--- src/rtl/hilo_acc_reg_pkg.sv ---
// Shared constants for the HI/LO accumulate register pair: opcode encoding,
// reset level, FSM state encoding and small opcode-decode helpers.
package hilo_acc_reg_pkg;

  localparam int unsigned HILO_OP_W = 3;

  // Reset is asserted when rst equals this level.
  localparam logic RST_ACTIVE = 1'b0;

  typedef enum logic [HILO_OP_W-1:0] {
    HILO_NOP   = 3'd0,
    HILO_WHI   = 3'd1,
    HILO_WLO   = 3'd2,
    HILO_WPAIR = 3'd3,
    HILO_MADD  = 3'd4,
    HILO_MSUB  = 3'd5
  } hilo_op_e;

  // ST_ACC means the stage-1 accumulate register is occupied.
  typedef enum logic {
    ST_IDLE = 1'b0,
    ST_ACC  = 1'b1
  } hilo_state_e;

  // Opcode writes the HI half directly.
  function automatic logic op_writes_hi(input logic [HILO_OP_W-1:0] op);
    return (op == HILO_WHI) || (op == HILO_WPAIR);
  endfunction

  // Opcode writes the LO half directly.
  function automatic logic op_writes_lo(input logic [HILO_OP_W-1:0] op);
    return (op == HILO_WLO) || (op == HILO_WPAIR);
  endfunction

  // Opcode is a two-stage multiply-accumulate/subtract.
  function automatic logic op_is_acc(input logic [HILO_OP_W-1:0] op);
    return (op == HILO_MADD) || (op == HILO_MSUB);
  endfunction

endpackage

--- src/rtl/hilo_acc_reg_if.sv ---
// Operation/readback bundle for hilo_acc_reg.
//   master: issues op_valid_i/op_i/hi_i/lo_i, observes ready, state and
//           forwarded read outputs.
//   slave : the register block itself.
interface hilo_acc_reg_if #(
  parameter int unsigned DATA_W = 32
);
  import hilo_acc_reg_pkg::*;

  logic                 op_valid_i;
  logic                 op_ready_o;
  logic [HILO_OP_W-1:0] op_i;
  logic [DATA_W-1:0]    hi_i;
  logic [DATA_W-1:0]    lo_i;
  logic [DATA_W-1:0]    hi_o;
  logic [DATA_W-1:0]    lo_o;
  logic [DATA_W-1:0]    rd_hi_o;
  logic [DATA_W-1:0]    rd_lo_o;
  logic                 rd_valid_o;
  logic                 busy_o;

  modport master (
    output op_valid_i, op_i, hi_i, lo_i,
    input  op_ready_o, hi_o, lo_o, rd_hi_o, rd_lo_o, rd_valid_o, busy_o
  );

  modport slave (
    input  op_valid_i, op_i, hi_i, lo_i,
    output op_ready_o, hi_o, lo_o, rd_hi_o, rd_lo_o, rd_valid_o, busy_o
  );

endinterface

--- src/rtl/hilo_acc_addsub.sv ---
// Combinational W-bit add/subtract; carry and borrow are discarded so the
// result wraps modulo 2^W.
//   i_a, i_b : operands
//   i_sub    : 1 = i_a - i_b, 0 = i_a + i_b
//   o_res_c  : result (combinational)
module hilo_acc_addsub #(
  parameter int unsigned W = 64
) (
  input  logic [W-1:0] i_a,
  input  logic [W-1:0] i_b,
  input  logic         i_sub,
  output logic [W-1:0] o_res_c
);

  always_comb begin
    o_res_c = i_sub ? (i_a - i_b) : (i_a + i_b);
  end

endmodule

--- src/rtl/hilo_acc_reg.sv ---
// HI/LO register pair with HI-only, LO-only and pair writes, a two-stage
// multiply-accumulate/subtract over {HI,LO}, and a forwarded read port.
//   clk : rising-edge clock
//   rst : synchronous reset, active low
//   bus : hilo_acc_reg_if slave (op handshake, write data, HI/LO outputs,
//         forwarded read data, rd_valid_o, busy_o)
module hilo_acc_reg
  import hilo_acc_reg_pkg::*;
#(
  parameter int unsigned DATA_W = 32,
  parameter bit          ACC_EN = 1'b1
) (
  input  logic           clk,
  input  logic           rst,
  hilo_acc_reg_if.slave  bus
);

  localparam int unsigned ACC_W = 2 * DATA_W;

  hilo_state_e       r_state;
  logic [DATA_W-1:0] r_hi;
  logic [DATA_W-1:0] r_lo;
  logic [ACC_W-1:0]  r_prod;
  logic              r_sub;

  hilo_state_e       w_state_nxt;
  logic [DATA_W-1:0] w_hi_nxt;
  logic [DATA_W-1:0] w_lo_nxt;
  logic [ACC_W-1:0]  w_prod_nxt;
  logic              w_sub_nxt;
  logic              w_accept;
  logic              w_fwd_hi;
  logic              w_fwd_lo;
  logic [ACC_W-1:0]  w_acc_res;

  // Accumulate datapath: current pair +/- the captured product.
  hilo_acc_addsub #(
    .W (ACC_W)
  ) u_addsub (
    .i_a     ({r_hi, r_lo}),
    .i_b     (r_prod),
    .i_sub   (r_sub),
    .o_res_c (w_acc_res)
  );

  // State and datapath registers; reset drops any accumulate in flight.
  always_ff @(posedge clk) begin
    if (rst == RST_ACTIVE) begin
      r_state <= ST_IDLE;
      r_hi    <= '0;
      r_lo    <= '0;
      r_prod  <= '0;
      r_sub   <= 1'b0;
    end else begin
      r_state <= w_state_nxt;
      r_hi    <= w_hi_nxt;
      r_lo    <= w_lo_nxt;
      r_prod  <= w_prod_nxt;
      r_sub   <= w_sub_nxt;
    end
  end

  // Next-state, write decode and forwarding selects.
  always_comb begin
    w_state_nxt = r_state;
    w_hi_nxt    = r_hi;
    w_lo_nxt    = r_lo;
    w_prod_nxt  = r_prod;
    w_sub_nxt   = r_sub;
    w_accept    = 1'b0;
    w_fwd_hi    = 1'b0;
    w_fwd_lo    = 1'b0;

    case (r_state)
      ST_IDLE: begin
        w_accept = bus.op_valid_i;
        if (w_accept) begin
          if (op_writes_hi(bus.op_i)) begin
            w_hi_nxt = bus.hi_i;
            w_fwd_hi = 1'b1;
          end
          if (op_writes_lo(bus.op_i)) begin
            w_lo_nxt = bus.lo_i;
            w_fwd_lo = 1'b1;
          end
          // With ACC_EN clear, MADD/MSUB fall through as an accepted NOP.
          if (ACC_EN && op_is_acc(bus.op_i)) begin
            w_prod_nxt  = {bus.hi_i, bus.lo_i};
            w_sub_nxt   = (bus.op_i == HILO_MSUB);
            w_state_nxt = ST_ACC;
          end
        end
      end

      ST_ACC: begin
        // Nothing is accepted here, so the pair cannot change under us.
        {w_hi_nxt, w_lo_nxt} = w_acc_res;
        w_state_nxt          = ST_IDLE;
      end

      default: begin
        w_state_nxt = ST_IDLE;
      end
    endcase
  end

  // Ready depends only on state, never on op_valid_i.
  assign bus.op_ready_o = (r_state == ST_IDLE);
  assign bus.busy_o     = (r_state == ST_ACC);
  assign bus.rd_valid_o = (r_state == ST_IDLE);
  assign bus.hi_o       = r_hi;
  assign bus.lo_o       = r_lo;

  // Written halves bypass the register in the accepting cycle.
  assign bus.rd_hi_o = w_fwd_hi ? bus.hi_i : r_hi;
  assign bus.rd_lo_o = w_fwd_lo ? bus.lo_i : r_lo;

  // Accept is only observed through the forwarding selects.
  logic w_unused;
  assign w_unused = w_accept;

endmodule

--- src/flat_wrapper.sv ---
// flat-port wrapper written by rule: the top's interface ports become plain ports
module hilo_acc_reg_flat import hilo_acc_reg_pkg::*;
#(
  parameter int unsigned DATA_W = 32,
  parameter bit          ACC_EN = 1'b1
)
  (clk, rst, bus_op_valid_i, bus_op_i, bus_hi_i, bus_lo_i, bus_op_ready_o, bus_hi_o, bus_lo_o, bus_rd_hi_o, bus_rd_lo_o, bus_rd_valid_o, bus_busy_o);
  hilo_acc_reg_if #(.DATA_W(DATA_W)) bus_i ();
  input  logic clk;
  input  logic rst;
  input wire logic [$bits(bus_i.op_valid_i)-1:0] bus_op_valid_i;
  input wire logic [$bits(bus_i.op_i)-1:0] bus_op_i;
  input wire logic [$bits(bus_i.hi_i)-1:0] bus_hi_i;
  input wire logic [$bits(bus_i.lo_i)-1:0] bus_lo_i;
  output wire logic [$bits(bus_i.op_ready_o)-1:0] bus_op_ready_o;
  output wire logic [$bits(bus_i.hi_o)-1:0] bus_hi_o;
  output wire logic [$bits(bus_i.lo_o)-1:0] bus_lo_o;
  output wire logic [$bits(bus_i.rd_hi_o)-1:0] bus_rd_hi_o;
  output wire logic [$bits(bus_i.rd_lo_o)-1:0] bus_rd_lo_o;
  output wire logic [$bits(bus_i.rd_valid_o)-1:0] bus_rd_valid_o;
  output wire logic [$bits(bus_i.busy_o)-1:0] bus_busy_o;
  assign bus_i.op_valid_i = bus_op_valid_i;
  assign bus_i.op_i = bus_op_i;
  assign bus_i.hi_i = bus_hi_i;
  assign bus_i.lo_i = bus_lo_i;
  assign bus_op_ready_o = bus_i.op_ready_o;
  assign bus_hi_o = bus_i.hi_o;
  assign bus_lo_o = bus_i.lo_o;
  assign bus_rd_hi_o = bus_i.rd_hi_o;
  assign bus_rd_lo_o = bus_i.rd_lo_o;
  assign bus_rd_valid_o = bus_i.rd_valid_o;
  assign bus_busy_o = bus_i.busy_o;
  hilo_acc_reg #(.DATA_W(DATA_W), .ACC_EN(ACC_EN)) u_core (.clk(clk), .rst(rst), .bus(bus_i));
endmodule
--- config.mk ---
export PLATFORM = sky130hd
export DESIGN_NAME = hilo_acc_reg_flat
export DESIGN_NICKNAME = d
export VERILOG_FILES = /design/src/rtl/hilo_acc_reg_pkg.sv /design/src/rtl/hilo_acc_reg_if.sv /design/src/rtl/hilo_acc_addsub.sv /design/src/rtl/hilo_acc_reg.sv /design/src/flat_wrapper.sv
export SDC_FILE = /design/constraint.sdc
export NUM_CORES = 1
export LEC_CHECK = 0
export CORE_UTILIZATION = 50
export CTS_CLUSTER_SIZE = 8
export DETAILED_ROUTE_END_ITERATION = 16
export PLACE_DENSITY = 0.77
export SYNTH_ARGS = -nofsm -noshare
export SYNTH_HDL_FRONTEND = slang
export SYNTH_SLANG_ARGS = --single-unit
--- constraint.sdc ---
create_clock -name clk -period 11.8 [get_ports clk]
set_input_delay 2.36 -clock clk [delete_from_list [all_inputs] [get_ports clk]]
set_output_delay 2.36 -clock clk [all_outputs]
set_load 0.01 [all_outputs]
==> metrics.cfg <==
[status]
status = completed

[timing]
grt_setup_unrepaired = no
fin_ws_ps = 4110
fin_tns_setup_ps = 0
drv_slew = 0
min_period_ps = 7690
holdWs_ps = 452
clock.fmax_mhz = 130
fin_skew_ps = 10.9
maxSlewHeadroom = 0.204
hold_violations = 0
tightest_slew_ps = 1190
setup_violations = 0
period_share = 0.651

[logic_synthesis]
yosysTopAreaCellShare = 0.237
syn_area_per_cell_um2 = 7.66
syn_area_mm2 = 0.0110
async_flop_share = 0
synth_edf_count = 0
ys_seq_elements = 130
yosysWarnings = 0
yosysSeqAreaShare = 0.237
yosysMostFrequentCell = a21oi_1
synth.distinct_cells = 82
synthTopCellsByArea = dfxtp_1, a21oi_1, mux2_2, xnor2_1, ha_1
ys.flop_type = dfxtp_1
synthesis.nets = 1570
synthTopCellsByCount = a21oi_1, nand2_1, nor2_1
synth_largest_area_cell = dfxtp_1
syn-instance-count = 1435

[clocking]
cts.reportedPaths.clkPinSlew_ps = 60
cts_tree = yes
ctsResizeCount = 0
root_buffer = clkbuf_16
post_cts_buffers = 0
cts_buffers = 17
insertion_delay_ps = 440
clockBufferDepth = 2
hold_buffers = 0
cts_max_level = 4
cts.sinks = 130

[detailed_routing]
wl_met1_um = 14700
wl_per_cell_um = 17.9
antenna_left = 0
wl_met2_um = 15300
drc = 0
totalWireLength_um = 33500
vias = 11300
drt-initial-drc-count = 947
via_per_inst = 6.03
top_layer_used = met4
wl_met3_um = 2480
firstDrtPassIters = 8

[worst_setup_path]
required_ps = 9440
critical_path_arrival_ps = 5330
crit_family = buffers and inverters
critPathMaxStageDelay_ps = 500
cp_num_cells = 8
r2r_start = u_core.r_prod[3]
critPathSlowestCell = clkdlybuf4s50_1
rr_endpoint = u_core.bus.hi_o[31]
critPathLaunch = bus_op_valid_i
cp_cell_sequence = clkdlybuf4s50_1, nor2b_1, nand2_2, buf_4, nor2_2, buf_4, mux2_2, clkdlybuf4s50_1
crit_fanout = 33
crit_type = in2out
cp-end-kind = output port
rr_worst_depth = 17
crit_buf_inv = 4
crit_end = bus_rd_hi_o[21]
worstSetupStartpointType = input pin
r2r_slack_ps = 6440

[grt]
overflow = 0
grt_start_max_net_pins = 106
grt_pass1_wl_um = 53300
grt_use_total = 0.298
first_global_vias = 10600
antenna_found_initial = 0

[layout]
finish.instance_area_mm2 = 0.0137
drive_gt1_frac = 0.0947
area_delta_synth_final_pct = 24.9
num_antenna_cells = 0
utilization = 0.645
nets = 1717

[floorplanning]
die_h_um = 150
core_mm2 = 0.0213
io_pins = 201
fp.dieW_um = 150
rows = 53
initial_core_util = 0.516
die-area_mm2 = 0.0226

[placement]
dp_slack_ps = 4070
dp_hpwl_um = 24100
post_dp_cell_area_mm2 = 0.0131
io_buffer_count = 200
gp_congestion = 0.938

[power_and_ir_drop]
power_density_mw_per_mm2 = 124
power.leakage_nw = 5.59
peakVddDrop_mv = 0.0924

[worst_hold_path]
hp-class = reg2reg

[job]
cap_violations = 0

## layer usage
metal / vias to the layer above / track usage
met5: - / 0
met1: 5268 / 0.389
met2: 475 / 0.487
li1: 5453 / -
met4: 0 / 0.114
met3: 89 / 0.0509
## worst min path at each step
stage | start | endpoint | slack [ps] | cells past startpoint
after floorplan | u_core.r_prod[63] | u_core.r_prod[63] | 450 | 2
after global placement | u_core.r_sub | u_core.r_sub | 440 | 2
after detailed placement | u_core.r_sub | u_core.r_sub | 440 | 2
after CTS | u_core.r_sub | u_core.r_sub | 450 | 2
after global routing | u_core.r_sub | u_core.r_sub | 480 | 2
final | u_core.r_sub | u_core.r_sub | 450 | 2
## where the power goes
group	leakage (nW)	switching, mW	total [mW]	internal [mW]
combinational	4.23	0.360	0.641	0.281
sequential	1.06	0.0274	0.487	0.460
clock	0.297	0.217	0.571	0.354
total	5.59	0.605	1.70	1.09
## stage by stage
stage                     cells  total power [mW]
final                      1870              1.70
after floorplan            1435             0.930
after CTS                  1870              1.69
after global placement     1838              1.12
after global routing       1870              1.78
after detailed placement   1838              1.12
## worst min-delay path, delay by kind of cell, from the launching register on
kind | cells | cell delay, ps
AO/OA/AOI/OAI | 1 | 50
flip-flops | 1 | 310
AND/OR/NAND/NOR | 1 | 50
## cell usage in the layout (no fill, tap or decap), types with 12 or more instances in the layout
master	netlist	layout
a211oi_1	17	17
o21ai_0	47	47
mux2i_1	53	53
nand4_1	21	21
clkdlybuf4s50_1	0	200
o21bai_1	16	16
nor2_1	131	129
dfxtp_1	130	128
nor3_1	25	25
xor2_1	18	18
a31oi_1	14	14
a21o_1	26	26
inv_1	33	33
clkbuf_16	0	17
nand2_1	203	201
mux2_2	75	75
a21oi_1	211	211
xnor2_1	95	95
and3_1	13	12
ha_1	64	64
## kinds of logic after synthesis
logic type,synth area share
AO/OA/AOI/OAI,0.228
XOR/XNOR,0.0916
adder cells (fa/ha/maj),0.0747
buffers and inverters,0.0410
flip-flops,0.237
multiplexers,0.125
AND/OR/NAND/NOR,0.203
## cell type report
type                    count  area (um^2)
well taps                 275          344
multi-input cells        1190         7960
clock buffers              19          433
flip-flops and latches    130         2610
repair buffers            209         2070
clock inverters            13          185
inverters                  34          128
fillers                  1869         7570
## state kept, by name, summed over array words and instances, names as in the netlist
| register | count |
|---|---|
| u_core.r_prod | 64 |
| u_core.bus.hi_o | 32 |
| u_core.bus.busy_o | 1 |
| u_core.bus.lo_o | 32 |
| u_core.r_sub | 1 |
Note: power is estimated with default switching activity, not from simulation.
